`config.mk`:
```
export PLATFORM = sky130hd
export DESIGN_NAME = timer_dev
export DESIGN_NICKNAME = d
export VERILOG_FILES = /design/src/rtl/timer_dev.sv
export SDC_FILE = /design/constraint.sdc
export NUM_CORES = 1
export LEC_CHECK = 0
export BUFFER_PORTS_ARGS = -buffer_cell sky130_fd_sc_hd__clkbuf_2
export CAP_MARGIN = 10
export CELL_PAD_IN_SITES_DETAIL_PLACEMENT = 0
export CELL_PAD_IN_SITES_GLOBAL_PLACEMENT = 1
export CORE_ASPECT_RATIO = 1.25
export CORE_UTILIZATION = 41
export CTS_BUF_LIST = sky130_fd_sc_hd__clkbuf_16
export CTS_CLUSTER_SIZE = 20
export DETAILED_ROUTE_END_ITERATION = 8
export GPL_TIMING_DRIVEN = 0
export HOLD_SLACK_MARGIN = 0.12
export PLACE_DENSITY = 0.85
export SKIP_CTS_REPAIR_TIMING = 1
export SYNTH_ARGS = -nofsm -noshare
export SYNTH_HDL_FRONTEND = slang
export SYNTH_SLANG_ARGS = --single-unit
```
`constraint.sdc`:
```
create_clock -name clk -period 3.6 [get_ports clk]
set_input_delay 0.72 -clock clk [delete_from_list [all_inputs] [get_ports clk]]
set_output_delay 0.72 -clock clk [all_outputs]
set_load 0.005 [all_outputs]
```
`src/rtl/timer_dev.sv`:
```
// Memory-mapped countdown timer with CTRL/PRESET/COUNT registers and a maskable IRQ.
// The CPU write port overrides any FSM update made to CTRL in the same cycle.
module timer_dev #(
  parameter logic [31:0] PRESET_RST = 32'd0
) (
  input  logic        clk,
  input  logic        reset,
  input  logic [31:0] Addr,
  input  logic        WE,
  input  logic [31:0] Din,
  output logic [31:0] Dout,
  output logic        IRQ
);

  typedef enum logic [1:0] {
    ST_IDLE = 2'd0,
    ST_LOAD = 2'd1,
    ST_CNT  = 2'd2,
    ST_INT  = 2'd3
  } state_t;

  state_t      r_state;
  logic [3:0]  r_ctrl;
  logic [31:0] r_preset;
  logic [31:0] r_count;
  logic        r_irq_flag;

  logic        w_wr_ctrl;
  logic        w_wr_preset;
  logic        w_unused_addr;

  assign w_wr_ctrl     = WE & (Addr[3:2] == 2'd0);
  assign w_wr_preset   = WE & (Addr[3:2] == 2'd1);
  assign w_unused_addr = ^{Addr[31:4], Addr[1:0]};

  // FSM and register file; CPU writes come last so they win over FSM updates
  always_ff @(posedge clk or negedge reset) begin
    if (!reset) begin
      r_state    <= ST_IDLE;
      r_ctrl     <= 4'd0;
      r_preset   <= PRESET_RST;
      r_count    <= 32'd0;
      r_irq_flag <= 1'b0;
    end else begin
      case (r_state)
        ST_IDLE: begin
          if (r_ctrl[0]) begin
            r_irq_flag <= 1'b0;
            r_state    <= ST_LOAD;
          end
        end
        ST_LOAD: begin
          r_count <= r_preset;
          r_state <= ST_CNT;
        end
        ST_CNT: begin
          if (!r_ctrl[0]) begin
            r_state <= ST_IDLE;
          end else if (r_count > 32'd1) begin
            r_count <= r_count - 32'd1;
          end else begin
            // COUNT of 0 expires immediately, same as 1
            r_count    <= 32'd0;
            r_irq_flag <= 1'b1;
            r_state    <= ST_INT;
          end
        end
        ST_INT: begin
          if (r_ctrl[2:1] == 2'd1) begin
            r_irq_flag <= 1'b0;
          end else begin
            r_ctrl[0] <= 1'b0;
          end
          r_state <= ST_IDLE;
        end
        default: r_state <= ST_IDLE;
      endcase

      if (w_wr_ctrl) begin
        r_ctrl <= Din[3:0];
      end
      if (w_wr_preset) begin
        r_preset <= Din;
      end
    end
  end

  // Zero-latency read mux
  always_comb begin
    Dout = 32'd0;
    case (Addr[3:2])
      2'd0:    Dout = {28'd0, r_ctrl};
      2'd1:    Dout = r_preset;
      2'd2:    Dout = r_count;
      default: Dout = 32'd0;
    endcase
  end

  assign IRQ = r_irq_flag & r_ctrl[3];

endmodule
```
[Yosys cells after proc, flatten, opt, wreduce, memory -nomap -nowiden]
Cells that the tools add are included.
Operators by class
  equality and inequality tests: 12
  magnitude comparators: 1
  reductions and logical operators: 9
  $add $sub $neg: 1
  bitwise logic cells: 3
  multiplexer cells: 16
Operators by type and width (number)
  one-hot mux 32 bit (3 select lines): 1
  2-to-1 mux 32 bit: 2
  one-hot mux 32 bit (2 select lines): 1
  greater-than comparator 32 x 1 -> 1 bit, second input constant: 1
  subtractor 32 x 1 -> 32 bit, second input constant: 1
  != test 2 bit, second input constant: 5
  one-hot mux 2 bit (4 select lines): 1
  2-to-1 mux 1 bit: 7
  equality test 2 x 1 -> 1 bit, second input constant: 3
  equality test 2 bit, second input constant: 3
  2-to-1 mux 2 bit: 3
  AND reduction 2 bit: 3
  AND reduction 5 bit: 1
  logical NOT 2 bit: 2
  nonzero test 2 bit: 2
  AND 1 bit: 3
  != test 3 bit, second input constant: 1
  one-hot mux 1 bit (3 select lines): 1
  nonzero test 3 bit: 1
Word-level totals
  flip-flop bits (word level): 71
  output and inout bits: 33
  logic and storage cells: 48
  input bits: 67

[Depth between registers and ports, before layout]
Gate-level depths: netlist (run 1).
  depth after elaboration: 4
  depth in mapped cells: 8
  depth with buffers taken out: 7

[Least setup slack after synthesis (run 1)]
OpenSTA, ideal clock, no wires.
  kind: input port to output port
  start: input port Addr[3]
  end: output port Dout[10]
  arrival: 1888 ps
  data required time: 2880 ps
  setup slack: 992 ps
  cell stages on the path: 5
  path buffers: 3
  cell sequence: clkbuf_1 -> nor2b_1 -> clkbuf_1 -> buf_1 -> a22o_1
Between the ends
  longest elaborated chain between the ends: 2
  elaborated cells on any way between the ends: 4
  those cells by class: eq/ne: 2; mux: 1; reduce/logical: 1
RTL lines
  from (decl): RTL line 8  | input logic [31:0] Addr,
  equality test 2 bit (tied with other cells): RTL line 91  | case (Addr[3:2])
  one-hot mux 32 bit (3 select lines) *: RTL line 91
  to (decl): RTL line 11  | output logic [31:0] Dout,
Mark *: on every way between the ends. The rest lies on a longest branch, timed or not.

[Worst setup path after layout (run 1)]
  start: input port Addr[3]
  end: output port Dout[29]
The elaborated chain is that of the path after synthesis.

==> summary.md, run 1 <==
| Metric | Value |
|---|---|
| Largest net degree at the start of global routing | `38` |
| Main synth FF type | `dfrtp_1` |
| Worst VDD drop | `346 uV` |
| RePlAce Congestion | `0.910` |
| Hold WC Path Type | `input pin to asynchronous set/reset pin` |
| Leak pwr | `2.09 nW` |
| Status | `complete, no violations` |
| Clock transition at path regs | `0.05 ns` |
| Commonest non-fill, non-tap cell in the layout | `dfrtp_1` |
| Fin Clk Skew | `0.00696 ns` |
| Routed wire per std cell | `slightly above 20 um` |
| Unrepaired setup endpoints after global routing | `false` |
| Initial antenna violation count | `0` |
| Mapped Nets | `~490` |
| Arrival @ worst endpoint | `2.78 ns` |
| Worst reg-to-reg path cell count | `7` |
| PwrDens | `751 nW/um^2` |
| Global route total overflow | `0` |
| Clock sinks | `71` |
| Clock Path Buffers | `2` |
| DRC viols | `0` |
| Port bufs | `68` |
| CP Cell Sequence | `clkbuf_1 -> nor2b_1 -> clkbuf_1 -> clkbuf_1 -> a22o_1 -> clkbuf_2` |
| Root Driver | `clkbuf_16` |
| Distinct cells, synth | `56` |
| Min cycle time layout | `3.50 ns` |
| Hold violation count in the final report | `0` |
| CTS tree | `yes` |
| I/O Pins | `100` |
| Routed Antenna Nets | `0` |
| Critical-path maximum fanout | `10` |
| H-tree depth | `3` |
| Post-layout nets | `568` |
| Final period util | `97.3%` |
| Final Setup Violations | `0` |
| Layout cell share with drive strength beyond 1 | `25.2%` |
| Vias post-DR | `3,881` |
| Worst-Skew Late Latency | `0.35 ns` |
| Slew @ Worst Pin | `0.890 ns` |
| EDFF count, synth | `0` |
| CORE AREA | `9660 um^2` |
| Hold_ws | `0.364 ns` |
| Flops & latches, synth | `71` |
| Crit path from | `Addr[3]` |
| Crit path kind | `input pin to output pin` |
| RR Startpoint | `r_count[4]` |
| # Max-Cap Violations | `0` |
| Slew headroom | `40.1%` |
| Worst setup EP type | `output pin` |
| Die area | `10,400 um^2` |
| ANT cells | `0` |
| Fin worst setup slack | `~0.097 ns` |
| CP Data Required Time | `2.88 ns` |
| Fraction of registers with async set/reset | `100%` |
| Crit path capture | `Dout[29]` |
| CP Buf/Inv Count | `4` |
| Row count | `40` |
| Mapped Cells | `419` |
| WL final | `about 13 mm` |
| Most frequent cells in the layout | `dfrtp_1, clkbuf_2, mux2_2, nand2_1, a22o_1` |
| Worst reg2reg path endpoint | `r_count[10]` |
| Post-DP HPWL | `slightly above 9 mm` |
| Crit path top cell by count | `clkbuf_1` |
| CP top delay family | `buffers and inverters` |
| YS warnings | `0` |
| Initial Util | `a little over two fifths` |
| Worst path slowest cell | `clkbuf_1` |
| Pre-CTS setup slack | `0.168 ns` |
| Synthesized cell area | `4090 um^2` |
| Total CTS buffers | `9` |
| Final slew viol count | `0` |
| Starting DRT DRC Count | `304` |
| Overall power | `3.68 mW` |
| Die W | `approximately 91 um` |
| Die Ht | `114 um` |
| Critical path depth | `6` |
| Critical path launch point type | `input pin` |
| Critical Path Max Stage Delay | `0.58 ns` |
| Pre-Repair DR Iteration Count | `5` |
| F_max | `0.285 GHz` |
| Area Overhead vs Synth | `19.6%` |
| Global Route Usage Sum | `26.6%` |
| Post-synthesis sequential area ratio | `a little over two fifths` |
| Fill count | `962` |
| Number of global-route vias before repair | `between 3,000 and 4,000` |
| Avg Vias per Cell | `6.16` |
| First-pass GRT wire length | `around 21 mm` |
| Setup TNS | `0 ns` |
| Reg2reg setup slack | `0.35 ns` |
| Syn_area_per_cell | `9.77 um^2` |
## worst min path at each step
stage / cells past startpoint / endpoint / slack [ns]
detailed placement: 2 / r_count[11] / 0.51
floorplan: 0 / r_count[0] / 0.42
finish: 1 / r_preset[17] / 0.36
CTS: 1 / r_count[6] / 0.39
global route: 1 / r_preset[4] / 0.42
global placement: 2 / r_count[11] / 0.50
## power by group
| part | internal, mW | total, mW | switching (mW) | leakage, nW |
|---|---|---|---|---|
| sequential | 1.06 | 1.36 | 0.305 | 0.859 |
| combinational | 0.595 | 1.45 | 0.853 | 1.08 |
| clock | 0.525 | 0.866 | 0.342 | 0.149 |
## Yosys cell counts (3+ instances only)
cell       n  share of area [%]
clkbuf_1  25                2.3
nor2_1    24                2.2
dfrtp_1   71                 43
o31ai_1    5               0.92
o41ai_1    3               0.64
nand3_1   14                1.7
nand2_1   34                3.1
nor4b_1    4               0.86
and2_1     4               0.61
a21oi_1   20                2.4
o21ai_0   19                2.3
o311a_1    3               0.73
nor2b_1    5               0.76
inv_1      3               0.28
or4_4      3               0.83
or3_1      3               0.46
or4_1      7                1.3
mux2i_1    7                1.7
buf_1      5               0.46
nor4_1     6               0.92
nand4_1    4               0.61
and3_1    11                1.7
a22o_1    30                6.4
mux2_2    35                9.6
a22oi_1    3               0.55
nand2b_1   4               0.61
nand3b_1   4               0.73
o211ai_1   7                1.3
a31oi_1    4               0.61
a221o_1    3               0.73
nor3_1    14                1.7
o22ai_1    4               0.61
o31a_1     3               0.64
## layer usage
layer,track usage [%],part of all wire (%),vias to the layer above
met5,0,0,-
met4,16.5,4.4,0
met3,3.93,7.0,37
met2,43.3,47,176
met1,33.3,41,1895
li1,-,-,1773
## worst register-to-register path, cell delays in order, from the launching register on
cell and delay [ns]:
dfrtp_1 0.36, clkbuf_1 0.19, nor4_1 0.80, nand4b_1 0.39, nor4_4 0.61, buf_2 0.39, nor4b_1 0.10, a221o_1 0.28
## metrics by stage
stage	std cells	cell area (um^2)	util, %
after floorplan	419	4090	-
after global placement	613	4590	47.5
after detailed placement	614	4610	47.8
after CTS	630	4890	50.7
after global routing	630	4890	50.7
final	630	4890	50.7
## cell families after synthesis
| kind of cell | Yosys count | share of synthesized area (%) |
|---|---|---|
| multiplexers | 42 | 11.3 |
| adder cells (fa/ha/maj) | 2 | 0.611 |
| AND/OR/NAND/NOR | 150 | 20.2 |
| flip-flops | 71 | 43.4 |
| AO/OA/AOI/OAI | 118 | 20.9 |
| buffers and inverters | 36 | 3.52 |
## sequential cells by signal, indices dropped and copies added, names as in the netlist
name	flops
r_preset	32
r_count	32
r_state	2
r_irq_flag	1
r_ctrl	4
## cell type report
cell class	count	area (um^2)	share of cell area, %
Buffer	32	129	2.63
Clock buffer	9	225	4.60
Clock inverter	7	56.3	1.15
Inverter	4	15.0	0.307
Multi-Input combinational cell	312	2170	44.4
Sequential cell	71	1780	36.3
Tap cell	126	158	3.22
Timing Repair Buffer	69	363	7.41
(Power assumes the default switching activity.)
==> run 2, diff against run 1 <==
- CELL_PAD_IN_SITES_DETAIL_PLACEMENT: 0 -> default
- CELL_PAD_IN_SITES_GLOBAL_PLACEMENT: 1 -> default
- CORE_UTILIZATION: 41 -> 45
- PLACE_DENSITY: 0.85 -> 0.73
==> run 2 against run 1 <==
Compared with the run above:
- core utilization up 5.2 points
- sequential share of layout area about the same
- clock power fell by 0.9%
- fmax up 0.46%
==> summary.md, run 2 (synthesis gave the netlist of run 1 again) <==
| Metric | Value |
|---|---|
| Worst VDD drop | `304 uV (-12%)` |
| Hold WC Path Type | `input pin to asynchronous set/reset pin` |
| Layout cell share with drive strength beyond 1 | `25.4% (+0.20 points)` |
| # Max-Cap Violations | `0 (unchanged)` |
| Commonest non-fill, non-tap cell in the layout | `dfrtp_1` |
| PwrDens | `750 nW/um^2 (-0.17%)` |
| CTS tree | `yes` |
| Status | `complete, no violations` |
| Fill count | `835 (-13%)` |
| Layout Cells excl Fill | `624 (-0.95%)` |
| First-pass GRT wire length | `20.1 mm (-4.0%)` |
| Starting DRT DRC Count | `322 (+5.9%)` |
| Area of the multi-input gates | `2170 um^2 (unchanged)` |
| Clock Path Buffers | `2 (unchanged)` |
| DRC viols | `0 (unchanged)` |
| RePlAce Congestion | `0.957 (+5.1%)` |
| Min cycle time layout | `3.49 ns (-0.0162 ns)` |
| Leak pwr | `2.10 nW (+0.15%)` |
| Critical Path Max Stage Delay | `0.58 ns (about the same)` |
| Root Driver | `clkbuf_16` |
| CP Data Required Time | `2.88 ns (about the same)` |
| Setup TNS | `0 ns (unchanged)` |
| Worst-Skew Late Latency | `0.34 ns (about the same)` |
| H-tree depth | `3 (unchanged)` |
| Hold violation count in the final report | `0 (unchanged)` |
| Fin Clk Skew | `0.00903 ns (+0.00207 ns)` |
| Critical path launch point type | `input pin` |
| Global route total overflow | `0 (unchanged)` |
| Overall power | `3.67 mW (-0.29%)` |
| Seq. cell area | `1780 um^2 (unchanged)` |
| Unrepaired setup endpoints after global routing | `false` |
| Critical-path maximum fanout | `10 (unchanged)` |
| Post-DP HPWL | `8.89 mm (-1.9%)` |
| Number of global-route vias before repair | `3,710 (-4.4%)` |
| Initial antenna violation count | `0 (unchanged)` |
| Die W | `87.3 um (-4.4%)` |
| Initial Util | `46.8% (+4.4 points)` |
| Clock sinks | `71 (unchanged)` |
| CORE AREA | `8750 um^2 (-9.4%)` |
| Total CTS buffers | `9 (unchanged)` |
| Clock transition at path regs | `0.06 ns (about the same)` |
| Slew @ Worst Pin | `0.994 ns (+0.104 ns)` |
| Final Setup Violations | `0 (unchanged)` |
| Avg Vias per Cell | `6.21 (+0.88%)` |
| Area Overhead vs Synth | `19.4%` |
| Routed Antenna Nets | `0 (unchanged)` |
| Placed Cells | `608 (-0.98%)` |
| Crit path top cell by count | `clkbuf_1` |
| Routed wire per std cell | `20.2 um (-1.9%)` |
| Global Route Usage Sum | `28.7% (+2.1 points)` |
| Largest regs | `r_count x32, r_preset x32, r_ctrl x4` |
| Slew headroom | `33.1% (-7.0 points)` |
| Final period util | `96.9% (-0.45 points)` |
| Post-layout nets | `568 (unchanged)` |
| Worst setup EP type | `output pin` |
| Die area | `9480 um^2 (-8.7%)` |
| Crit path kind | `input pin to output pin` |
| WL final | `12.6 mm (-2.8%)` |
| F_max | `0.287 GHz (+0.46%)` |
| Most frequent cells in the layout | `dfrtp_1, clkbuf_2, mux2_2, nand2_1, a22o_1` |
| Final slew viol count | `0 (unchanged)` |
| ANT cells | `0 (unchanged)` |
| I/O Pins | `100 (unchanged)` |
| Pre-Repair DR Iteration Count | `5 (unchanged)` |
| Die Ht | `109 um (-4.5%)` |
| Worst path slowest cell | `buf_1` |
| Row count | `38 (-5.0%)` |
| Largest net degree at the start of global routing | `38 (unchanged)` |
| Arrival @ worst endpoint | `2.77 ns (about the same)` |
| CP Cell Sequence | `clkbuf_1 -> nor2b_1 -> clkbuf_1 -> buf_1 -> a22o_1 -> clkbuf_2` |
| Vias post-DR | `3,878 (-0.077%)` |
| Port bufs | `68 (unchanged)` |
run 2: path summary, 6_finish.rpt:
kind	slack [ns]	endpoint	depth (start not counted)	startpoint
worst max register to register	0.32	r_count[16]	7	r_count[4]
worst max-delay path	0.11	Dout[7]	6	Addr[3]
worst min-delay path	0.36	r_preset[7]	1	reset
min in group clk	0.53	r_count[11]	2	r_preset[11]
worst min register to register	0.53	r_count[11]	2	r_preset[11]
max in group asynchronous	2.64	r_preset[24]	2	reset
run 2: cell type report:
cell class / instances / share of cell area, %
plain buffers: 32 / 2.66
clock buffers: 9 / 4.61
clock inverters: 7 / 1.15
inverters: 4 / 0.307
multi-input cells: 312 / 44.4
flip-flops and latches: 71 / 36.3
well taps: 120 / 3.07
repair buffers: 69 / 7.42
run 2: metal layers:
layer  global-route usage (%)  wire (um)  vias to the layer above
met5                        0          0                        -
met4                     13.9        392                        0
met3                     6.81       1060                       26
met2                     45.9       6070                      210
met1                     36.4       5070                     1881
li1                         -          -                     1761
run 2: where the power goes:
group	internal, mW	switching (mW)
sequential	1.06	0.306
clock	0.525	0.333
combinational	0.595	0.849
run 2: per-stage QoR:
| step | instance area, um^2 | setup slack [ns] | hold slack [ns] | utilization, % |
|---|---|---|---|---|
| 2_1_floorplan | 4090 | 0.992 | 0.424 | - |
| 3_3_place_gp | 4580 | 0.146 | 0.506 | 52.4 |
| 3_5_place_dp | 4610 | 0.173 | 0.515 | 52.6 |
| 4_1_cts | 4890 | 0.152 | 0.379 | 55.9 |
| 5_1_grt | 4890 | 0.0312 | 0.398 | 55.9 |
| 6_report | 4890 | 0.113 | 0.364 | 55.9 |
run 2: critical path: cells and delay by family:
family	cells	cell delay, ns
simple gates	1	0.18
compound gates	1	0.26
buf+inv	4	1.60
